==> src/rtl/sw_pkg.sv <==
// sw_pkg: event codes, per-switch FSM states and shared widths for sw_event_gen.
package sw_pkg;
    localparam int IDX_W = 4;
    localparam int CODE_W = 2;
    localparam int EVT_W = CODE_W + IDX_W;
    typedef enum logic [CODE_W-1:0] {
        EVT_PRESS   = 2'd0,
        EVT_RELEASE = 2'd1,
        EVT_LONG    = 2'd2,
        EVT_REPEAT  = 2'd3
    } evt_code_t;
    typedef enum logic [1:0] {
        ST_IDLE    = 2'd0,
        ST_PRESSED = 2'd1,
        ST_HELD    = 2'd2
    } sw_state_t;
endpackage

==> src/rtl/sw_evt_fifo.sv <==
// sw_evt_fifo: small synchronous event FIFO; head data reads as zero while empty.
module sw_evt_fifo #(
    parameter int P_AW = 2,
    parameter int P_DW = 6
) (
    input  logic            CLK,
    input  logic            RST_N,
    input  logic            push,
    input  logic [P_DW-1:0] din,
    input  logic            pop,
    output logic            full,
    output logic            empty,
    output logic [P_DW-1:0] dout
);
    logic [P_DW-1:0] mem [2**P_AW];
    logic [P_AW:0] wp, rp;
    logic wr, rd;
    assign empty = wp == rp;
    assign full = (wp[P_AW] != rp[P_AW]) && (wp[P_AW-1:0] == rp[P_AW-1:0]);
    assign rd = pop && !empty;
    // a pop frees the slot the same cycle, so a full FIFO may still accept a write
    assign wr = push && (!full || rd);
    assign dout = empty ? '0 : mem[rp[P_AW-1:0]];
    always_ff @(posedge CLK or negedge RST_N) begin
        if (!RST_N) begin
            wp <= '0;
            rp <= '0;
        end else begin
            if (wr) wp <= wp + (P_AW+1)'(1);
            if (rd) rp <= rp + (P_AW+1)'(1);
        end
    end
    always_ff @(posedge CLK) begin
        if (wr) mem[wp[P_AW-1:0]] <= din;
    end
endmodule

==> src/rtl/sw_event_gen.sv <==
// sw_event_gen: turns debounced switch levels into PRESS/RELEASE/LONG/REPEAT events
// queued through per-switch pending bits and a small FIFO.
module sw_event_gen
    import sw_pkg::*;
#(
    parameter int         P_SIM        = 0,
    parameter int         P_DBUS_W     = 8,
    parameter logic       P_ACT_LVL    = 1'b1,
    parameter int         P_TICK_CNT   = 100000,
    parameter logic [7:0] P_LONG_TICKS = 8'd200,
    parameter logic [7:0] P_RPT_TICKS  = 8'd50,
    parameter int         P_FIFO_AW    = 2
) (
    input  logic                CLK,
    input  logic                RST_N,
    input  logic [P_DBUS_W-1:0] SW_I,
    output logic                EVT_VALID,
    input  logic                EVT_READY,
    output logic [CODE_W-1:0]   EVT_CODE,
    output logic [IDX_W-1:0]    EVT_IDX,
    output logic                EVT_OVF,
    input  logic                OVF_CLR
);
    localparam int TICK_LIM = (P_SIM != 0) ? 2 : P_TICK_CNT;
    localparam int NPEND = 4 * P_DBUS_W;

    logic [16:0] tick_cnt;
    logic tick;
    assign tick = tick_cnt == 17'(TICK_LIM - 1);
    always_ff @(posedge CLK or negedge RST_N) begin
        if (!RST_N) tick_cnt <= '0;
        else tick_cnt <= tick ? '0 : tick_cnt + 17'd1;
    end

    logic armed;
    logic [P_DBUS_W-1:0] r_prev, act, prv, rise, fall;
    assign act = SW_I ^ {P_DBUS_W{~P_ACT_LVL}};
    assign prv = r_prev ^ {P_DBUS_W{~P_ACT_LVL}};
    assign rise = act & ~prv & {P_DBUS_W{armed}};
    assign fall = ~act & prv & {P_DBUS_W{armed}};
    always_ff @(posedge CLK or negedge RST_N) begin
        if (!RST_N) begin
            armed <= 1'b0;
            r_prev <= '0;
        end else begin
            armed <= 1'b1;
            r_prev <= SW_I;
        end
    end

    // ev/pend bit 4*i+c holds event code c of switch i
    logic [NPEND-1:0] ev, pend, clr;
    for (genvar g = 0; g < P_DBUS_W; g++) begin : g_sw
        sw_state_t st;
        logic [7:0] cnt;
        logic prs, rls, lng, rpt;
        assign prs = st == ST_IDLE && rise[g];
        assign rls = st != ST_IDLE && fall[g];
        assign lng = st == ST_PRESSED && tick && !fall[g] && cnt + 8'd1 == P_LONG_TICKS;
        assign rpt = st == ST_HELD && tick && !fall[g] && P_RPT_TICKS != 8'd0 && cnt + 8'd1 == P_RPT_TICKS;
        assign ev[4*g +: 4] = {rpt, lng, rls, prs};
        always_ff @(posedge CLK or negedge RST_N) begin
            if (!RST_N) begin
                st <= ST_IDLE;
                cnt <= '0;
            end else if (!armed) begin
                // a switch already down at arm time is tracked as pressed so its release still reports
                st <= act[g] ? ST_PRESSED : ST_IDLE;
                cnt <= '0;
            end else if (prs || rls) begin
                st <= prs ? ST_PRESSED : ST_IDLE;
                cnt <= '0;
            end else if (tick && st == ST_PRESSED) begin
                st <= lng ? ST_HELD : ST_PRESSED;
                cnt <= lng ? '0 : cnt + 8'd1;
            end else if (tick && st == ST_HELD) begin
                cnt <= rpt ? '0 : cnt + {7'd0, cnt != 8'hFF};
            end
        end
    end

    logic [IDX_W+1:0] sel;
    logic push, full, empty;
    logic [EVT_W-1:0] head;
    always_comb begin
        sel = '0;
        for (int k = NPEND - 1; k >= 0; k--) if (pend[k]) sel = (IDX_W+2)'(k);
    end
    assign push = |pend && !full;
    assign clr = push ? NPEND'(1) << sel : '0;
    always_ff @(posedge CLK or negedge RST_N) begin
        if (!RST_N) begin
            pend <= '0;
            EVT_OVF <= 1'b0;
        end else begin
            pend <= (pend & ~clr) | ev;
            EVT_OVF <= (EVT_OVF && !OVF_CLR) || |(ev & pend);
        end
    end

    sw_evt_fifo #(.P_AW(P_FIFO_AW), .P_DW(EVT_W)) u_fifo (
        .CLK  (CLK),
        .RST_N(RST_N),
        .push (push),
        .din  ({sel[1:0], sel[IDX_W+1:2]}),
        .pop  (EVT_READY),
        .full (full),
        .empty(empty),
        .dout (head)
    );
    assign EVT_VALID = !empty;
    assign {EVT_CODE, EVT_IDX} = head;
endmodule

==> config.mk <==
export PLATFORM = sky130hd
export DESIGN_NAME = sw_event_gen
export DESIGN_NICKNAME = d
export VERILOG_FILES = /design/src/rtl/sw_pkg.sv /design/src/rtl/sw_evt_fifo.sv /design/src/rtl/sw_event_gen.sv
export SDC_FILE = /design/constraint.sdc
export NUM_CORES = 1
export LEC_CHECK = 0
export ABC_AREA = 1
export BUFFER_PORTS_ARGS = -buffer_cell sky130_fd_sc_hd__buf_2
export CAP_MARGIN = 20
export CORE_MARGIN = 2
export CORE_UTILIZATION = 30
export CTS_BUF_LIST = sky130_fd_sc_hd__clkbuf_2
export DETAILED_ROUTE_END_ITERATION = 7
export PLACE_DENSITY_LB_ADDON = 0.25
export SYNTH_ARGS = -nofsm -noshare
export SYNTH_HDL_FRONTEND = slang
export SYNTH_SLANG_ARGS = --single-unit
==> constraint.sdc <==
create_clock -name CLK -period 4.3 [get_ports CLK]
set_input_delay 0.43 -clock CLK [delete_from_list [all_inputs] [get_ports CLK]]
set_output_delay 0.43 -clock CLK [all_outputs]
set_load 0.02 [all_outputs]
==> qor.csv <==
stage;metric;value;unit
logic_synthesis;Synthesized Nets;1544;
logic_synthesis;Synth top cells by count;inv_1, nand2_1, nor2_1;
drt;WL/cell;14.6;um
timing;Layout Skew;52.9;ps
power_and_ir_drop;Leakage Power;5.55;nW
clocking;cts hold-fix bufs;10;
power_and_ir_drop;final total power;4.51;mW
worst_setup_path;Worst Path Buf+Inv;4;
worst_setup_path;crit-path cells;ha_1 -> nand2_1 -> nor2_1 -> inv_1 -> nor2_1 -> nand3_1 -> inv_2 -> nand3_1 -> nand3_1 -> nand2_1 -> inv_1 -> nand2_1 -> inv_1 -> o21ai_0 -> o21ai_0;
logic_synthesis;largest area contributor in the netlist;dfrtp_1;
timing;worst slew pin tran;967;ps
place;IO Port Bufs;18;
worst_setup_path;Largest stage delay, worst path;480;ps
final_layout;FILL cells;3872;
logic_synthesis;Synth area leaders;dfrtp_1, inv_1, nand2_1;
final_layout;register area;0.00423;mm2
final_layout;design area;0.0120;mm2
worst_setup_path;CP Data Arrival Time;4090;ps
logic_synthesis;Netlist cell types;50;
logic_synthesis;register area share after synthesis;38.3;%
final_layout;Nets;1568;
timing;fmax;296;MHz
worst_setup_path;R2R setup slack;920;ps
worst_setup_path;crit path from;tick_cnt[0];
timing;final hold viol count;0;
worst_setup_path;worst r2r src;tick_cnt[0];
place;placed cell area;0.0116;mm2
logic_synthesis;number of enable flip-flop cells after synthesis;20;
drt;initial DRC count;883;
clocking;CTS sink cnt;165;
floorplanning;full die area;0.0383;mm2
drt;Vias;9947;
final_layout;fraction of layout cells with a size suffix above 1;4.66;%
place;GP Congestion;0.884;
clocking;Clock Pin Slew Worst Setup and Hold Paths;280;ps
drt;post-route ant nets;0;
logic_synthesis;asr flop ratio synth;87.9;%
clocking;TritonCTS buffer count;17;
clocking;H-tree levels;4;
drt;WL final;29100;um
power_and_ir_drop;worst vdd ir;0.229;mV
power_and_ir_drop;PwrDens;375;mW/mm2
outcome;status;finished, final reports clean;
worst_setup_path;Max FO, Critical Path;20;
floorplanning;Die Y;196;um
drt;DRC viols;0;
worst_setup_path;family with the most delay on the worst path;simple AND/OR/NAND/NOR gates;
final_layout;area of the multi-input gates;0.00566;mm2
clocking;Post-CTS Resized;0;
clocking;Root Driver;clkbuf_2;
timing;Rel. slew slack;35.0;%
logic_synthesis;most numerous cell in the Yosys netlist;inv_1;
timing;# setup viols final;0;
timing;ratio of final minimum period to clock period;78.6;%
global_route;first-pass GRT wire length;48100;um
logic_synthesis;flops & latches, synth;165;
logic_synthesis;Post-synth top flop;dfrtp_1;
logic_synthesis;synthesized area;0.0110;mm2
timing;Hold Slack;206;ps
logic_synthesis;synthesized area per cell;7.42;um2
global_route;gr ovfl total;0;
global_route;Total GRT Usage;15.4;%
global_route;initial antenna violation count;1;
timing;final setup margin;919;ps
worst_setup_path;worst r2r path cells;15;
drt;vias per inst;4.99;
worst_hold_path;class of the worst hold path;in -> reg;
floorplanning;Starting Density;30.3;%
timing;Sum Neg Setup Slack;0;ps
logic_synthesis;top cell type's share of synthesized area;32.9;%
worst_setup_path;crit start category;register;
floorplanning;row cnt;70;
drt;total iterations of the first detailed-routing run;5;
floorplanning;core footprint;0.0364;mm2
global_route;number of global-route vias before repair;9582;
final_layout;Area Growth Syn to Fin;9.08;%
timing;RSZ-0062 raised after global routing;no;
floorplanning;IO Count;20;
worst_hold_path;Hold Startpoint;OVF_CLR;
worst_hold_path;worst hold endpoint;EVT_OVF;
clocking;clk buf depth;2;
clocking;setup bufs post-CTS;0;
global_route;largest net degree at the start of global routing;93;
clocking;CTS tree;built;
logic_synthesis;synth warn;0;
worst_setup_path;reg2reg end;g_sw[7].cnt[2];
clocking;Clock Latency Late Sink;780;ps
worst_hold_path;Hold Crit Depth;6;
place;Place WS;975;ps
worst_setup_path;Crit Path Category;reg -> reg;
worst_setup_path;CP max-delay cell;nand3_1;
timing;post-layout min period;3380;ps
place;half-perimeter wire length after placement;21700;um
run;maxcap violations;0;
worst_setup_path;endpoint class of the critical path;register;
worst_setup_path;CP Depth;15;
logic_synthesis;Cells after Synth;1486;
timing;Slew Viols, Final;0;
floorplanning;Die W;196;um
worst_setup_path;Req. time, crit path;5010;ps
## kinds of logic (layout without fill, tap and decap cells)
kind of cell    Yosys count  after routing  share of synthesized area (%)
buf+inv                 299            336                           10.4
flops                   165            165                           38.3
other cells               2              3                         0.0681
xor+xnor                 81             81                           6.43
fa+ha+maj                46             46                           5.22
mux                       1              1                          0.102
simple gates            629            629                           25.2
compound gates          263            263                           14.2
## state kept, by name, indices dropped and copies added, names as in the netlist
name        cells
u_fifo.rp       3
u_fifo.mem     20
tick_cnt       17
EVT_OVF         1
prv             8
g_sw.cnt       64
u_fifo.wp       3
pend           32
armed           1
g_sw.st        16
## worst max-delay path by stage
stage	endpoint	slack, ps
floorplan	EVT_OVF	1920
global placement	g_sw[7].cnt[2]	1020
detailed placement	g_sw[0].cnt[1]	970
CTS	g_sw[0].cnt[0]	910
global route	g_sw[7].cnt[0]	430
finish	g_sw[7].cnt[2]	920
## routing by layer
layer	wire length [um]	part of all wire [%]	global-route usage [%]	vias to the layer above
met5	0	0	0	-
met4	478	1.6	4.80	0
met3	933	3.2	2.15	32
met2	13300	46	25.3	192
met1	14300	49	21.2	4737
li1	-	-	-	4986
## final cells by class
type / count / area share (%)
antenna: 1 / 0.0208
clock buffer: 17 / 0.707
tap: 468 / 4.87
clock inverter: 15 / 1.80
timing repair buffer: 34 / 2.01
inverter: 270 / 8.43
multi-input combinational: 1022 / 47.0
sequential: 165 / 35.2
## layout by cell type, fill, tap and decap left out, drive strengths merged, types with 2 or more instances in the layout
master | Yosys | final
inv | 268 | 274
nand2 | 241 | 241
nor2 | 170 | 170
dfrtp | 145 | 145
o21ai | 113 | 113
nand3 | 102 | 102
xor2 | 67 | 67
a21oi | 52 | 52
nor3 | 47 | 47
ha | 46 | 46
nand4 | 38 | 38
nor4 | 27 | 27
o22ai | 26 | 26
buf | 9 | 24
edfxtp | 20 | 20
o32ai | 19 | 19
clkbuf | 20 | 17
xnor2 | 14 | 14
o211ai | 11 | 11
dlygate4sd3 | 0 | 10
o21bai | 9 | 9
o2111ai | 7 | 7
a22oi | 7 | 7
clkinv | 2 | 7
a31oi | 6 | 6
bufinv | 0 | 4
o31ai | 2 | 2
o221ai | 2 | 2
a32o | 2 | 2
conb | 2 | 2
## stage by stage
step,instances,utilization (%)
final,1992,33.0
after global routing,1992,33.0
after CTS,1991,33.0
after detailed placement,1949,31.9
after global placement,1949,31.9
after floorplan,1486,-
## worst register-to-register path, delay by kind of cell, from the launching register on
family | cells | cell delay, ps
simple gates | 8 | 1650
buf+inv | 4 | 780
flops | 1 | 430
compound gates | 2 | 260
fa+ha+maj | 1 | 190
## where the power goes
| group | internal [mW] | switching, mW | total (mW) | leakage, nW |
|---|---|---|---|---|
| Combinational | 0.441 | 0.986 | 1.43 | 3.37 |
| Sequential | 1.85 | 0.188 | 2.04 | 2.01 |
| Clock | 0.400 | 0.641 | 1.04 | 0.174 |
Power figures use the tool's default switching activity.
